File: src/rtl/instruction_decode.sv
// instruction_decode: decode stage ahead of Execute.
//   Splits a 16-bit instruction, reads an 8x16 register file (write-before-read
//   bypass from the writeback port) and registers control, dest index, operands,
//   NPC and imm7 in the decode/execute register. Detects load-use hazards,
//   inserts a one-cycle bubble and asks fetch to hold via stall_req.
// Ports:
//   clk, reset              clock, synchronous active-high reset
//   instr, npc_in, in_valid instruction, next-PC and valid from fetch
//   stall, flush            downstream hold / squash of the instruction in decode
//   wb_en, wb_index, wb_data register-file writeback port
//   control_out .. valid_out registered decode/execute payload
//   stall_req               combinational: fetch must hold its instruction
module instruction_decode #(
   parameter int unsigned DATA_W   = 16,
   parameter int unsigned NUM_REGS = 8,
   parameter int unsigned IDX_W    = 5
) (
   input  logic              clk,
   input  logic              reset,
   input  logic [15:0]       instr,
   input  logic [15:0]       npc_in,
   input  logic              in_valid,
   input  logic              stall,
   input  logic              flush,
   input  logic              wb_en,
   input  logic [IDX_W-1:0]  wb_index,
   input  logic [DATA_W-1:0] wb_data,
   output logic [4:0]        control_out,
   output logic [IDX_W-1:0]  dest_index_out,
   output logic [DATA_W-1:0] reg1_data,
   output logic [DATA_W-1:0] reg2_data,
   output logic [15:0]       npc_out,
   output logic [6:0]        immediate_out,
   output logic              reg_write_out,
   output logic              valid_out,
   output logic              stall_req
);

   localparam int unsigned OP_W   = 4;
   localparam int unsigned RIDX_W = 3;
   localparam int unsigned CTRL_W = 5;
   localparam int unsigned IMM_W  = 7;
   localparam int unsigned PC_W   = 16;

   localparam logic [OP_W-1:0] OP_SUB   = 4'h1;
   localparam logic [OP_W-1:0] OP_ADD   = 4'h2;
   localparam logic [OP_W-1:0] OP_ADDI  = 4'h3;
   localparam logic [OP_W-1:0] OP_SHLLI = 4'h4;
   localparam logic [OP_W-1:0] OP_SHRLI = 4'h5;
   localparam logic [OP_W-1:0] OP_CMP   = 4'hB;
   localparam logic [OP_W-1:0] OP_LOAD  = 4'hC;
   localparam logic [OP_W-1:0] OP_LOADI = 4'hD;
   localparam logic [OP_W-1:0] OP_STORE = 4'hE;
   localparam logic [OP_W-1:0] OP_MOV   = 4'hF;

   localparam logic [CTRL_W-1:0] CTRL_LOAD = {1'b0, OP_LOAD};

   typedef struct packed {
      logic [CTRL_W-1:0] control;
      logic [IDX_W-1:0]  dest;
      logic [DATA_W-1:0] reg1;
      logic [DATA_W-1:0] reg2;
      logic [PC_W-1:0]   npc;
      logic [IMM_W-1:0]  imm;
      logic              reg_write;
      logic              valid;
   } de_t;

   logic [DATA_W-1:0] rf_q   [NUM_REGS];
   logic [DATA_W-1:0] rf_byp [NUM_REGS];
   de_t               de_q, de_d, dec;

   logic [OP_W-1:0]   op;
   logic [RIDX_W-1:0] rd, rs, rt;
   logic              src_rs_rt, src_rd, has_dest, writes_dest;
   logic              hazard;

   assign op = instr[15:12];
   assign rd = instr[11:9];
   assign rs = instr[8:6];
   assign rt = instr[5:3];

   // Register file with writeback; R0 and out-of-range indices are never written.
   always_ff @(posedge clk) begin
      if (reset) begin
         for (int i = 0; i < NUM_REGS; i++) rf_q[i] <= '0;
      end else if (wb_en && wb_index != '0 && wb_index < IDX_W'(NUM_REGS)) begin
         rf_q[wb_index[RIDX_W-1:0]] <= wb_data;
      end
   end

   // Read view with same-cycle writeback forwarded; R0 always reads zero.
   always_comb begin
      for (int i = 0; i < NUM_REGS; i++) begin
         rf_byp[i] = rf_q[i];
         if (wb_en && wb_index == IDX_W'(i)) rf_byp[i] = wb_data;
      end
      rf_byp[0] = '0;
   end

   // Opcode classification: which fields are sources, and whether rd is written.
   always_comb begin
      src_rs_rt   = 1'b0;
      src_rd      = 1'b0;
      has_dest    = 1'b0;
      writes_dest = 1'b0;
      case (op)
         OP_SUB, OP_ADD, OP_MOV, OP_LOAD: begin
            src_rs_rt   = 1'b1;
            has_dest    = 1'b1;
            writes_dest = 1'b1;
         end
         OP_CMP: begin
            src_rs_rt = 1'b1;
            has_dest  = 1'b1;
         end
         OP_ADDI, OP_SHLLI, OP_SHRLI, OP_LOADI: begin
            src_rd      = 1'b1;
            has_dest    = 1'b1;
            writes_dest = 1'b1;
         end
         OP_STORE: src_rs_rt = 1'b1;
         default: ;
      endcase
   end

   // Decoded payload for the instruction currently presented by fetch.
   always_comb begin
      dec           = '0;
      dec.control   = {1'b0, op};
      dec.dest      = has_dest ? IDX_W'(rd) : '0;
      dec.reg1      = src_rs_rt ? rf_byp[rs] : (src_rd ? rf_byp[rd] : '0);
      dec.reg2      = src_rs_rt ? rf_byp[rt] : '0;
      dec.npc       = npc_in;
      dec.imm       = instr[IMM_W-1:0];
      dec.reg_write = writes_dest;
      dec.valid     = 1'b1;
   end

   // A LOAD sitting in the D/E register whose dest feeds the incoming instruction.
   always_comb begin
      hazard = 1'b0;
      if (de_q.valid && de_q.control == CTRL_LOAD && de_q.reg_write &&
          de_q.dest != '0 && in_valid) begin
         hazard = (src_rs_rt && (IDX_W'(rs) == de_q.dest || IDX_W'(rt) == de_q.dest)) ||
                  (src_rd && IDX_W'(rd) == de_q.dest);
      end
   end

   // Fetch is only told to hold when this edge will actually insert the bubble.
   assign stall_req = hazard && !reset && !flush && !stall;

   // Next D/E contents: flush > stall > load-use bubble > normal load.
   always_comb begin
      de_d = de_q;
      if (flush)                 de_d = '0;
      else if (stall)            de_d = de_q;
      else if (hazard || !in_valid) de_d = '0;
      else                       de_d = dec;
   end

   always_ff @(posedge clk) begin
      if (reset) de_q <= '0;
      else       de_q <= de_d;
   end

   assign control_out    = de_q.control;
   assign dest_index_out = de_q.dest;
   assign reg1_data      = de_q.reg1;
   assign reg2_data      = de_q.reg2;
   assign npc_out        = de_q.npc;
   assign immediate_out  = de_q.imm;
   assign reg_write_out  = de_q.reg_write;
   assign valid_out      = de_q.valid;

endmodule
File: config.mk
export PLATFORM = sky130hd
export DESIGN_NAME = instruction_decode
export DESIGN_NICKNAME = d
export VERILOG_FILES = /design/src/rtl/instruction_decode.sv
export SDC_FILE = /design/constraint.sdc
export NUM_CORES = 1
export LEC_CHECK = 0
export BUFFER_PORTS_ARGS = -buffer_cell sky130_fd_sc_hd__buf_4
export CAP_MARGIN = 20
export CORE_MARGIN = 2
export CORE_UTILIZATION = 35
export DETAILED_ROUTE_END_ITERATION = 8
export GPL_ROUTABILITY_DRIVEN = 1
export GPL_TIMING_DRIVEN = 0
export PLACE_DENSITY_LB_ADDON = 0.12
export SLEW_MARGIN = 25
export SYNTH_ARGS = -nofsm -noshare
export SYNTH_HDL_FRONTEND = slang
export SYNTH_SLANG_ARGS = --single-unit
File: constraint.sdc
create_clock -name clk -period 2.1 [get_ports clk]
set_input_delay 0.21 -clock clk [delete_from_list [all_inputs] [get_ports clk]]
set_output_delay 0.21 -clock clk [all_outputs]
set_load 0.05 [all_outputs]
==> metrics.txt <==
# TYPE chip_impl_metric gauge
chip_impl_metric{name="fin_nets",unit=""} 1310
chip_impl_metric{name="ys_seq_elements",unit=""} 176
chip_impl_metric{name="regArea",unit="sq mm"} 0.00467
chip_impl_metric{name="switchingPower",unit="mW"} 2.74
chip_impl_metric{name="synth-adder-area-share",unit=""} 0
chip_impl_info{name="class_of_the_most_critical_setup_path",value="register to primary output"} 1
chip_impl_metric{name="routed_wire_length_per_instance",unit="microns"} 27.3
chip_impl_info{name="largest_family_of_logic_cells_by_synthesized_area",value="multiplexers"} 1
chip_impl_info{name="setup.worst_path.start_class",value="register"} 1
chip_impl_metric{name="multi_input_gate_area_in_the_final_layout",unit="sq mm"} 0.00655
chip_impl_info{name="rsz_0062_raised_after_global_routing",value="true"} 1
chip_impl_info{name="worstPathCellList",value="nand4b_1 > or4_4 > a21o_1 > nor2b_4 > buf_6"} 1
chip_impl_metric{name="htree_num_levels",unit=""} 4
chip_impl_metric{name="avgViaCountPerCell",unit=""} 5.96
chip_impl_metric{name="seq_area_frac_synth",unit=""} 0.413
chip_impl_metric{name="floorplan.initialDensity",unit=""} 0.356
chip_impl_metric{name="critical_path_required",unit="ns"} 1.89
chip_impl_metric{name="post-dp-hpwl",unit="microns"} 36100
chip_impl_metric{name="skew",unit="ns"} 0.0117
chip_impl_metric{name="worst_path_arrival",unit="ns"} 2.03
chip_impl_metric{name="die_y",unit="microns"} 183
chip_impl_info{name="timing.critical_path.to_type",value="primary output"} 1
chip_impl_metric{name="insertedDiodeCount",unit=""} 0
chip_impl_info{name="violations_in_the_final_reports",value="setup timing"} 1
chip_impl_metric{name="area.growth.synth_to_final",unit="%"} 26.9
chip_impl_metric{name="post_synth_xor_area_fraction",unit=""} 0.00702
chip_impl_metric{name="irDropWorstVdd",unit="uV"} 529
chip_impl_metric{name="timing.setup.tns",unit="ns"} -0.740
chip_impl_metric{name="mux_contribution_to_synthesized_area",unit=""} 0.191
chip_impl_metric{name="dieArea",unit="sq mm"} 0.0335
chip_impl_metric{name="internal_power_consumption",unit="mW"} 6.08
chip_impl_metric{name="highest_attainable_clock_frequency",unit="GHz"} 0.447
chip_impl_metric{name="drtAntennaViolNets",unit=""} 0
chip_impl_metric{name="total_wirelength",unit="microns"} 45400
chip_impl_metric{name="setup_slack",unit="ns"} -0.136
chip_impl_info{name="synth_ff_type",value="sky130_fd_sc_hd__edfxtp_1"} 1
chip_impl_metric{name="crit_path_max_incr_delay",unit="ns"} 0.55
chip_impl_metric{name="critical_path.n_buffers_inverters",unit=""} 1
chip_impl_metric{name="gr-usage-met3",unit=""} 0.0449
chip_impl_metric{name="tritoncts_num_sinks",unit=""} 176
chip_impl_metric{name="timing.final.crit_period",unit="ns"} 2.24
chip_impl_metric{name="grt_pass1_vias",unit=""} 9720
chip_impl_metric{name="timing.max_slew.rel_slack",unit=""} 0.489
chip_impl_info{name="timing.critical_path.max_delay_family",value="simple AND/OR/NAND/NOR gates"} 1
chip_impl_metric{name="core.rowCount",unit=""} 65
chip_impl_info{name="cts-root-buf",value="sky130_fd_sc_hd__clkbuf_16"} 1
chip_impl_metric{name="grt-ovfl-total",unit=""} 0
chip_impl_metric{name="final_max_slew_viol_count",unit=""} 0
chip_impl_metric{name="final.hold.worst_slack",unit="ns"} 0.0220
chip_impl_metric{name="cellPowerDensity",unit="mW/mm^2"} 618
chip_impl_metric{name="syn-cell-area",unit="sq mm"} 0.0112
chip_impl_metric{name="grt_start_max_net_pins",unit=""} 19
chip_impl_metric{name="floorplan.die.width",unit="microns"} 183
chip_impl_metric{name="p_clk_frac",unit=""} 0.382
chip_impl_metric{name="drt-pass1-iter-count",unit=""} 5
chip_impl_metric{name="clk_latency",unit="ns"} 0.46
chip_impl_metric{name="power.share.switching",unit=""} 0.311
chip_impl_metric{name="cts.reportedPaths.clkPinSlew",unit="ns"} 0.08
chip_impl_metric{name="place_inst",unit=""} 1597
chip_impl_metric{name="seq_power_share",unit=""} 0.446
chip_impl_metric{name="synth_async_sr_flop_share",unit=""} 0
chip_impl_metric{name="count_of_different_cell_masters_after_synthesis",unit=""} 69
chip_impl_metric{name="finalHoldViolCount",unit=""} 0
chip_impl_info{name="highest_count_cells_in_the_layout_ignoring_fill_and_taps",value="127 x sky130_fd_sc_hd__buf_4, 123 x sky130_fd_sc_hd__and2_1, 112 x sky130_fd_sc_hd__edfxtp_1"} 1
chip_impl_metric{name="finalWeightedCongestion",unit=""} 0.972
chip_impl_metric{name="grt_antenna_before_repair",unit=""} 0
chip_impl_metric{name="power_leakage",unit="nW"} 5.65
chip_impl_metric{name="remaining_drc_errors",unit=""} 0
chip_impl_metric{name="tightest_pin_transition",unit="ns"} 0.767
chip_impl_metric{name="ios",unit=""} 127
chip_impl_metric{name="finalCoreUtilization",unit=""} 0.452
chip_impl_metric{name="layout-drive-gt1-share",unit=""} 0.294
chip_impl_metric{name="port_buffers",unit=""} 114
chip_impl_info{name="layout.cells.most_common",value="sky130_fd_sc_hd__buf_4"} 1
chip_impl_metric{name="synth-compound-area-share",unit=""} 0.165
chip_impl_metric{name="cts-root-to-sink-buffers",unit=""} 2
chip_impl_metric{name="synth_simple_gate_area_frac",unit=""} 0.178
chip_impl_info{name="status",value="finished, violations left"} 1
chip_impl_metric{name="layout.filler_cells",unit=""} 2985
chip_impl_metric{name="power_frac_comb",unit=""} 0.173
chip_impl_info{name="hold_path.class",value="primary input to register"} 1
chip_impl_metric{name="use_met1",unit=""} 0.384
chip_impl_metric{name="grtUsageMet2",unit=""} 0.429
chip_impl_metric{name="stdcell_count",unit=""} 1666
chip_impl_metric{name="finalSetupViolations",unit=""} 16
chip_impl_info{name="cts_tree",value="built"} 1
chip_impl_metric{name="synth_area_per_cell",unit="sq um"} 10.4
chip_impl_info{name="global_route_layer_with_the_greatest_usage",value="met2"} 1
chip_impl_metric{name="cts_inserted_buffers",unit=""} 17
chip_impl_metric{name="timing.final.crit_share",unit=""} 1.06
chip_impl_metric{name="grt.total_usage",unit=""} 0.273
chip_impl_metric{name="grt_pass1_wl",unit="microns"} 66400
chip_impl_metric{name="critPathMaxFanout",unit=""} 4
chip_impl_metric{name="yosysWarnings",unit=""} 0
chip_impl_metric{name="route.vias.total",unit=""} 9934
chip_impl_metric{name="cap_viol_max_count",unit=""} 0
chip_impl_metric{name="dr.first_iter.drc_count",unit=""} 1167
chip_impl_metric{name="coreArea",unit="sq mm"} 0.0316
chip_impl_metric{name="synth_cells",unit=""} 1079
chip_impl_info{name="slowest_stage",value="sky130_fd_sc_hd__or4_4"} 1
chip_impl_metric{name="synth-edff-count",unit=""} 112
-- per-layer routing --
layer,part of all wire,wire (microns),up-vias
li1,-,-,4466
met1,0.44,20200,4853
met2,0.45,20300,538
met3,0.080,3610,77
met4,0.029,1320,0
met5,0,0,-
-- through the flow --
stage / setup WS (ns) / instance area (sq um) / total power [mW]
finish: -0.136 / 14300 / 8.82
global route: -0.195 / 14300 / 9.10
CTS: -0.153 / 14000 / 8.78
detailed placement: -0.975 / 12700 / 5.37
global placement: -0.972 / 12700 / 5.37
floorplan: -0.145 / 11400 / 4.80
-- Yosys cell counts, types with 8 or more instances --
cell type                    n  area share
sky130_fd_sc_hd__mux2_2     16       0.016
sky130_fd_sc_hd__and2_1    126       0.070
sky130_fd_sc_hd__o21ba_2    10      0.0089
sky130_fd_sc_hd__a21oi_1    28       0.012
sky130_fd_sc_hd__o211ai_1   32       0.021
sky130_fd_sc_hd__o21ai_0     8      0.0036
sky130_fd_sc_hd__edfxtp_1  112        0.30
sky130_fd_sc_hd__mux2i_1   119        0.11
sky130_fd_sc_hd__dfxtp_1    64        0.11
sky130_fd_sc_hd__a221o_1    16       0.014
sky130_fd_sc_hd__nand2_1    77       0.026
sky130_fd_sc_hd__a31oi_1    30       0.017
sky130_fd_sc_hd__nand3_1    36       0.016
sky130_fd_sc_hd__nor3_1     40       0.018
sky130_fd_sc_hd__mux4_2     33       0.066
sky130_fd_sc_hd__nor2_1     25      0.0084
sky130_fd_sc_hd__clkbuf_1  103       0.034
sky130_fd_sc_hd__or2_2       8      0.0045
sky130_fd_sc_hd__nor2b_1    11      0.0061
sky130_fd_sc_hd__a211oi_1   16       0.011
sky130_fd_sc_hd__a211o_1     8      0.0062
sky130_fd_sc_hd__a22o_1     28       0.022
-- state kept, by name (all words and copies together), names as in the netlist --
signal / count
reg_write_out: 1
immediate_out: 7
npc_out: 16
reg2_data: 16
dest_index_out: 3
reg1_data: 16
valid_out: 1
control_out: 4
rf_q: 112
-- path summary, 6_finish.rpt --
path,start,endpoint,slack [ns],cells past startpoint
worst max register to register,control_out[1],reg1_data[7],-0.08,7
worst max-delay path,control_out[1],stall_req,-0.14,5
worst min register to register,reg2_data[11],reg2_data[11],0.46,1
worst min-delay path,instr[12],control_out[0],0.02,2
-- power by group through the flow --
stage	logic, mW	clock network, mW	registers (mW)
2_1_floorplan	0.789	0	4.01
6_report	1.52	3.36	3.93
4_1_cts	1.46	3.40	3.92
3_5_place_dp	1.38	0	3.99
5_1_grt	1.61	3.55	3.94
3_3_place_gp	1.38	0	3.99
-- final cells by class --
class                      count  share of cell area
sequential                   176               0.328
multi-input combinational    780               0.459
clock inverter                15              0.0118
timing repair buffer         154              0.0917
inverter                       5             0.00140
tap                          402              0.0353
buffer                       117              0.0433
clock buffer                  17              0.0298
-- repair_timing --
item                                   in CTS  in global routing
buffers inserted                           14                  5
gates cloned                                0                  2
pin swaps                                  16                 11
setup endpoints to repair                  89                 74
gates resized for setup                    78                 72
endpoints found under the hold margin      20                  0
hold buffers                               20                  0
-- cells by family (layout without fill, tap and decap cells) --
family,count (synthesis),count (layout)
AO/OA/AOI/OAI,235,235
XOR/XNOR,9,9
buffers and inverters,125,308
flip-flops,176,176
multiplexers,169,169
other,1,3
AND/OR/NAND/NOR,364,364
(Power assumes the default switching activity.)
